**src/rtl/vga_fb_arbiter.sv**
```systemverilog
// rtl/vga_fb_arbiter.sv - frame-buffer RAM arbiter: display scan-out with priority, buffered pixel writer
//
// Purpose:
//   Shares one single-port, synchronous-read frame-buffer RAM between VGA
//   scan-out and a pixel writer. The display fetches one cell per
//   2^SCALE_LOG2 columns of the active area and always wins. Writer requests
//   queue in a small FIFO and drain on cycles the display leaves the RAM idle.
//   Pixel output lags (row, col) by two cycles.
//
// Ports:
//   clk, rst            system clock, asynchronous active-high reset
//   row, col            current scan position from the sync generator
//   wr_valid/wr_ready   writer handshake (wr_ready = FIFO not full)
//   wr_addr, wr_data    cell address and colour of a write
//   wr_oob              one-cycle pulse after an out-of-range write was accepted and dropped
//   mem_addr/we/wdata   RAM request (combinational)
//   mem_rdata           RAM read data, one cycle after the address
//   pix_valid, pix_data colour for the position presented two cycles earlier
//
// Optional feature:
//   VGA_FB_WR_BLANK_ONLY_EN - when defined, the write FIFO drains only during
//   vertical blanking (row >= ACTIVE_ROWS), giving tear-free updates.

module vga_fb_arbiter #(
  parameter int ACTIVE_COLS = 640,
  parameter int ACTIVE_ROWS = 480,
  parameter int SCALE_LOG2  = 3,
  parameter int ADDR_W      = 13,
  parameter int DATA_W      = 9,
  parameter int FIFO_DEPTH  = 4
) (
  input  logic              clk,
  input  logic              rst,
  input  logic [9:0]        row,
  input  logic [9:0]        col,
  input  logic              wr_valid,
  output logic              wr_ready,
  input  logic [ADDR_W-1:0] wr_addr,
  input  logic [DATA_W-1:0] wr_data,
  output logic              wr_oob,
  output logic [ADDR_W-1:0] mem_addr,
  output logic              mem_we,
  output logic [DATA_W-1:0] mem_wdata,
  input  logic [DATA_W-1:0] mem_rdata,
  output logic              pix_valid,
  output logic [DATA_W-1:0] pix_data
);

  localparam int LOGICAL_COLS = ACTIVE_COLS >> SCALE_LOG2;
  localparam int LOGICAL_ROWS = ACTIVE_ROWS >> SCALE_LOG2;
  localparam int PTR_W        = $clog2(FIFO_DEPTH);
  localparam int CNT_W        = PTR_W + 1;

  localparam logic [31:0]      ACOLS_W   = ACTIVE_COLS;
  localparam logic [31:0]      AROWS_W   = ACTIVE_ROWS;
  localparam logic [31:0]      CELLS_W   = LOGICAL_COLS * LOGICAL_ROWS;
  localparam logic [CNT_W-1:0] FIFO_FULL = CNT_W'(FIFO_DEPTH);

  // Scan-position decode
  logic              active;
  logic              fetch;
  logic [ADDR_W-1:0] disp_addr;

  assign active = (32'(col) < ACOLS_W) && (32'(row) < AROWS_W);

  generate
    if (SCALE_LOG2 == 0) begin : g_fetch_every
      assign fetch = active;
    end else begin : g_fetch_cell
      assign fetch = active && (col[SCALE_LOG2-1:0] == '0);
    end
  endgenerate

  // Arithmetic carried out in ADDR_W bits wraps modulo 2^ADDR_W by construction.
  assign disp_addr = ADDR_W'(row >> SCALE_LOG2) * ADDR_W'(LOGICAL_COLS)
                   + ADDR_W'(col >> SCALE_LOG2);

  // Write FIFO
  logic [ADDR_W-1:0] fifo_addr_q [FIFO_DEPTH];
  logic [DATA_W-1:0] fifo_data_q [FIFO_DEPTH];
  logic [PTR_W-1:0]  rd_ptr_q, rd_ptr_d;
  logic [PTR_W-1:0]  wr_ptr_q, wr_ptr_d;
  logic [CNT_W-1:0]  count_q, count_d;
  logic              wr_oob_q, wr_oob_d;
  logic              push_hs;
  logic              in_range;
  logic              store;
  logic              drain_window;
  logic              drain;

  // Ready depends only on the registered count, so a full FIFO never
  // accepts a new entry even when it pops in the same cycle.
  assign wr_ready = count_q < FIFO_FULL;
  assign push_hs  = wr_valid && wr_ready;
  assign in_range = 32'(wr_addr) < CELLS_W;
  // Out-of-range writes complete the handshake but never occupy a slot.
  assign store    = push_hs && in_range;

`ifdef VGA_FB_WR_BLANK_ONLY_EN
  assign drain_window = 32'(row) >= AROWS_W;
`else
  assign drain_window = 1'b1;
`endif

  assign drain = !fetch && (count_q != '0) && drain_window;

  assign rd_ptr_d = rd_ptr_q + PTR_W'(drain);
  assign wr_ptr_d = wr_ptr_q + PTR_W'(store);
  assign count_d  = count_q + CNT_W'(store) - CNT_W'(drain);
  assign wr_oob_d = push_hs && !in_range;
  assign wr_oob   = wr_oob_q;

  // FIFO storage needs no reset: slots are only read after being written.
  always_ff @(posedge clk) begin
    if (store) begin
      fifo_addr_q[wr_ptr_q] <= wr_addr;
      fifo_data_q[wr_ptr_q] <= wr_data;
    end
  end

  // RAM port mux: display read, else FIFO drain, else idle zeros
  always_comb begin
    mem_we    = 1'b0;
    mem_addr  = '0;
    mem_wdata = '0;
    if (fetch) begin
      mem_addr = disp_addr;
    end else if (drain) begin
      mem_we    = 1'b1;
      mem_addr  = fifo_addr_q[rd_ptr_q];
      mem_wdata = fifo_data_q[rd_ptr_q];
    end
  end

  // Pixel pipeline: stage 1 flags, stage 2 colour
  logic              act1_q, act1_d;
  logic              fetch1_q, fetch1_d;
  logic              pix_valid_q, pix_valid_d;
  logic [DATA_W-1:0] pix_data_q, pix_data_d;
  logic [DATA_W-1:0] hold_q, hold_d;

  always_comb begin
    act1_d      = active;
    fetch1_d    = fetch;
    pix_valid_d = act1_q;
    hold_d      = hold_q;
    pix_data_d  = '0;
    if (fetch1_q) begin
      // RAM data for the fetch issued last cycle arrives now; keep it
      // for the remaining columns of the cell.
      pix_data_d = mem_rdata;
      hold_d     = mem_rdata;
    end else if (act1_q) begin
      pix_data_d = hold_q;
    end
  end

  always_ff @(posedge clk or posedge rst) begin
    if (rst) begin
      rd_ptr_q    <= '0;
      wr_ptr_q    <= '0;
      count_q     <= '0;
      wr_oob_q    <= 1'b0;
      act1_q      <= 1'b0;
      fetch1_q    <= 1'b0;
      pix_valid_q <= 1'b0;
      pix_data_q  <= '0;
      hold_q      <= '0;
    end else begin
      rd_ptr_q    <= rd_ptr_d;
      wr_ptr_q    <= wr_ptr_d;
      count_q     <= count_d;
      wr_oob_q    <= wr_oob_d;
      act1_q      <= act1_d;
      fetch1_q    <= fetch1_d;
      pix_valid_q <= pix_valid_d;
      pix_data_q  <= pix_data_d;
      hold_q      <= hold_d;
    end
  end

  assign pix_valid = pix_valid_q;
  assign pix_data  = pix_data_q;

endmodule

```
**config.mk**
```make
export PLATFORM = sky130hd
export DESIGN_NAME = vga_fb_arbiter
export DESIGN_NICKNAME = d
export VERILOG_FILES = /design/src/rtl/vga_fb_arbiter.sv
export SDC_FILE = /design/constraint.sdc
export NUM_CORES = 1
export LEC_CHECK = 0
export ABC_CLOCK_PERIOD_IN_PS = 3300
export BUFFER_PORTS_ARGS = -buffer_cell sky130_fd_sc_hd__buf_2
export CAP_MARGIN = 20
export CORE_UTILIZATION = 45
export DETAILED_ROUTE_END_ITERATION = 10
export PLACE_DENSITY = 0.64
export SLEW_MARGIN = 20
export SYNTH_ARGS = -nofsm -noshare
export SYNTH_HDL_FRONTEND = slang
export SYNTH_SLANG_ARGS = --single-unit
```
**constraint.sdc**
```tcl
create_clock -name clk -period 3.3 [get_ports clk]
set_input_delay 0.33 -clock clk [delete_from_list [all_inputs] [get_ports clk]]
set_output_delay 0.33 -clock clk [all_outputs]
set_load 0.005 [all_outputs]
```
; ---- After elaboration in Yosys (flattened, before gate mapping)
; Memories as Yosys holds them, arrays and structs flattened.
; Cells that the tools add are included.
[classes]
muxes = 10
multipliers = 1
order_cmp = 4
n_addsub = 5
reduce_logical = 10
[op_table]
columns = operator, n
row1 = $mux 9, 4
row2 = $mux 13, 2
row3 = $add 13x7->13, 1
row4 = $lt 13x13->1 const B, 1
row5 = $lt 10x10->1 const B, 1
row6 = $lt 10x9->1 const B, 1
row7 = $mul 7x3->9 const B, 1
row8 = $logic_and 1x1->1, 6
row9 = $add 2x1->2, 2
row10 = $mux 1, 4
row11 = $add 3x1->3, 1
row12 = $logic_not 3->1, 1
row13 = $lt 3x3->1 const B, 1
row14 = $reduce_bool 3->1, 1
row15 = $sub 3x1->3, 1
row16 = $logic_not 1->1, 2
[totals]
input_bits = 54
n_memories = 2
wordCells = 41
out_inout_bits = 35
regBits = 29
ramBits = 88
[memory_table]
columns = memory, words, word_bits, rd, rd_clocked_by_memory_dff, write_ports, line
row1 = fifo_addr_q, 4, 13, 1, 0, 1, 79  ; logic [ADDR_W-1:0] fifo_addr_q [FIFO_DEPTH];
row2 = fifo_data_q, 4, 9, 1, 0, 1, 80  ; logic [DATA_W-1:0] fifo_data_q [FIFO_DEPTH];

; ---- Depth between registers and ports, before layout
[logic_depth]
ltp_word = 7
depth_mapped = 11
ltp_nobuf = 11

; ---- Worst setup path after synthesis
; No wires, ideal clock.
[synth_timing]
kind = input port to flip-flop
from = input port wr_addr[6]
to = memory fifo_addr_q[1][0] (enable)
setup_ns = 0.433
n_path_buf = 0
cell_stages = 5
arrival_ns = 2.657
path_slack_ns = 0.210
required_ns = 2.867
cell_sequence = a21oi_1 > nor2b_1 > o31ai_1 > nand3_1 > nor3b_1
[synth_between]
elab_chain_len = 4
[synth_lines]
columns = element, line
row1 = from (decl), 38  ; input logic [ADDR_W-1:0] wr_addr,
row2 = $lt 13x13->1, 95  ; assign in_range = 32'(wr_addr) < CELLS_W;
row3 = $logic_and 1x1->1, 97  ; assign store = push_hs && in_range;
row4 = $mux 1, 115  ; if (store) begin
row5 = $mux 1 (not written as such), 116  ; fifo_addr_q[wr_ptr_q] <= wr_addr;
row6 = to (decl), 79
; Every way passes these cells.

; ---- Final worst setup path
[layout_timing]
from = input port row[9]
to = output port mem_addr[12]
[layout_between]
elab_chain_len = 7
elab_cells_between_ends = 9
cone_classes = 1 x add/sub / 1 x mul / 1 x order compare / 2 x mux / 4 x reduce/logical
[layout_lines]
columns = element, line
row1 = from (decl), 34  ; input logic [9:0] row,
row2 = "parallel branches: the longest is 6 deep, another holds $add 13x7->13", n/a
row3 = $mux 13 *, 126  ; if (fetch) begin
row4 = to (decl), 41  ; output logic [ADDR_W-1:0] mem_addr,
; Every way passes the cells marked *.

==> results.md <==
* Status: finished, final reports clean
* Max cap viols at 0
* RSZ-0062 raised after global routing: false
* WL per Instance at 17.6 um
* Post-layout util at 58.9%
* Register area share after synthesis at 68.2%
* Yosys top cell by area: edfxtp_1
* Yosys cell types at 43
* Worst Path Max Fanout at 3
* # rows at 37
* Max Buffers Root-to-Sink at 2
* Final Max Slew Viols at 0
* CP max stage cell: dlygate4sd3_1
* DR iter-0 viols at 148
* Share of layout cells above drive strength 1 at 41.9%
* GRT Total Usage at 18.2%
* Seq cells post-synth at 117
* Post-DP HPWL at 6180 um
* Top cell type's share of synthesized area at 53.5%
* DRC violations left at 0
* Antenna Nets Post-Route at 0
* Largest net degree at the start of global routing at 30
* Worst min-delay path class: primary input to register
* CP endpoint kind: primary output
* Async SR Flop Fraction at 24.8%
* Total gr overflow at 0
* Mean Syn Cell Area at 17.9 um^2
* Most frequent cells in the layout: edfxtp_1, buf_2, dfrtp_1
* Lkg Pwr at 2.49 nW
* Number of buffers created by CTS at 17
* CTS-repair resized insts at 0
* Commonest non-fill, non-tap cell in the layout: edfxtp_1
* Slowest cell delay on critical path at 0.54 ns
* Main area contributors after synthesis: edfxtp_1, dfrtp_1, mux4_2
* CP bufs+invs at 3
* Vias in the first global route at 2920
* Sum Neg Setup Slack at 0 ns
* Die W at 107 um
* DR vias at 2767
* # IOs at 89
* Via/cell ratio at 5.22
* DIE HEIGHT at 107 um
* VDD IR max at 447 uV
* Synthesized area at 4940 um^2
* CTS tree: yes
* Arr. time, crit path at 2.53 ns
* Port-buffer cells at 85
* Routed wire length at 9330 um
* Clk Latency, worst-skew pair at 0.50 ns
* Overall Power at 4.90 mW
* Detailed Routing Iterations Pass 1 at 5
* Core footprint at 10500 um^2
* Period utilization at 86.7%
* Antenna violations before repair at 1
* EDFF count, synth at 88
* CP Class: primary input to primary output
* Fmax achieved at 350 MHz
* Synth warn at 0
* Hold Vio Cnt, Final at 0
* Clock slew seen by the registers of the worst setup and hold paths at 0.05 ns
* Antenna Diode Count at 0
* Post-CTS Setup Bufs at 0
* Clock Sinks at 117
* Area Overhead vs Synth at 24.7%
* Worst reg2reg setup slack at 0.66 ns
* Final min period at 2.86 ns
* Initial Util at 47.2%
* Full die area at 11400 um^2
* Slew @ Worst Pin at 0.655 ns
* First-pass GRT wire length at 14900 um
* Critical path required time at 2.97 ns
* Setup-failing EPs final at 0
* P per Cell Area at 795 nW/um^2
* Post-layout nets at 456
* Fillers at 820
* Top delay family on crit path: buffers and inverters
* Clock root cell: clkbuf_8
* Top FF cell, synth: edfxtp_1
* Worst-path cell chain: dlygate4sd3_1 -> buf_2 -> ha_1 -> ha_1 -> nor3b_2 -> o22ai_1 -> a311o_1 -> o211ai_1 -> buf_2
* Slew HR at 56.2%
* Clk_skew at 0.00929 ns
* Synthesized Nets at 350
* Final GP Congestion at 0.758
* CTS H-tree lvls at 4
* Crit start category: primary input
* Synthesized instance count at 276
layout make-up:
cell class	instances	area [um^2]	area share, %
Inverter	9	33.8	0.548
Clock inverter	12	138	2.23
Sequential cell	117	3370	54.6
Timing Repair Buffer	97	533	8.65
Multi-Input combinational cell	140	1500	24.3
Clock buffer	19	422	6.84
Tap cell	136	170	2.76
worst register-to-register path, delay by kind of cell, from the launching register on:
kind	cells	cell delay (ns)
AND/OR/NAND/NOR	2	0.92
adder cells (fa/ha/maj)	3	0.81
flip-flops	1	0.42
XOR/XNOR	2	0.27
buffers and inverters	2	0.11
metal layers:
layer / up-vias / share of wire [%] / GRT usage [%]
met5: - / 0.14 / 0
met3: 4 / 5.4 / 5.29
met4: 2 / 0.39 / 6.75
met1: 1376 / 43 / 22.6
met2: 73 / 51 / 30.1
li1: 1312 / - / -
sequential cells by signal (all words and copies together), names as in the netlist:
| signal | cells |
|---|---|
| fifo_addr_q | 52 |
| fifo_data_q | 36 |
| hold_q | 9 |
| pix_data | 9 |
| count_q | 3 |
| rd_ptr_q | 2 |
| wr_ptr_q | 2 |
| act1_q | 1 |
| fetch1_q | 1 |
| pix_valid | 1 |
| wr_oob | 1 |
power by group:
| part | internal, mW | switching (mW) | total (mW) |
|---|---|---|---|
| clock network | 1.13 | 0.583 | 1.71 |
| logic | 0.692 | 0.611 | 1.30 |
| registers | 1.78 | 0.105 | 1.89 |
| total | 3.60 | 1.30 | 4.90 |
synthesized netlist by cell type, drive strengths merged (4+ instances only):
master and number:
mux2 9, xnor2 8, inv 8, a22o 15, and3 10, o21ai 7, nand2 10, ha 17
clkbuf 4, buf 6, nor2 6, edfxtp 88, dfrtp 29, mux4 22, nor3b 4
repair_timing:
action,4_1_cts,5_1_grt
hold buffers,1,1
endpoints found under the hold margin,1,29
setup endpoints to repair,0,0
metrics by stage:
stage          cell area, um^2  setup slack, ns  hold WS, ns  std cells
2_1_floorplan             4940            0.210        0.347        276
3_3_place_gp              5580            0.481        0.362        497
3_5_place_dp              5580            0.480        0.365        497
4_1_cts                   6150            0.433       0.0120        529
5_1_grt                   6160            0.311       0.0265        530
6_report                  6160            0.439       0.0470        530
final timing paths:
check / start / to / depth (start not counted)
max in group asynchronous: rst / wr_ptr_q[1]$_DFF_PP0_ / 3
min: wr_data[2] / fifo_data_q[2][2]$_DFFE_PP_ / 1
max: row[9] / mem_addr[12] / 9
min reg2reg: act1_q$_DFF_PP0_ / pix_valid$_DFF_PP0_ / 0
min in group asynchronous: rst / pix_data[6]$_DFF_PP0_ / 3
max reg2reg: count_q[1]$_DFF_PP0_ / count_q[2]$_DFF_PP0_ / 9
logic make-up after synthesis:
kind of cell / synth area share, %
buf+inv: 1.80
mux: 12.1
simple gates: 4.94
xor+xnor: 1.95
compound gates: 5.55
flops: 68.2
fa+ha+maj: 5.52
(Power assumes the default switching activity.)
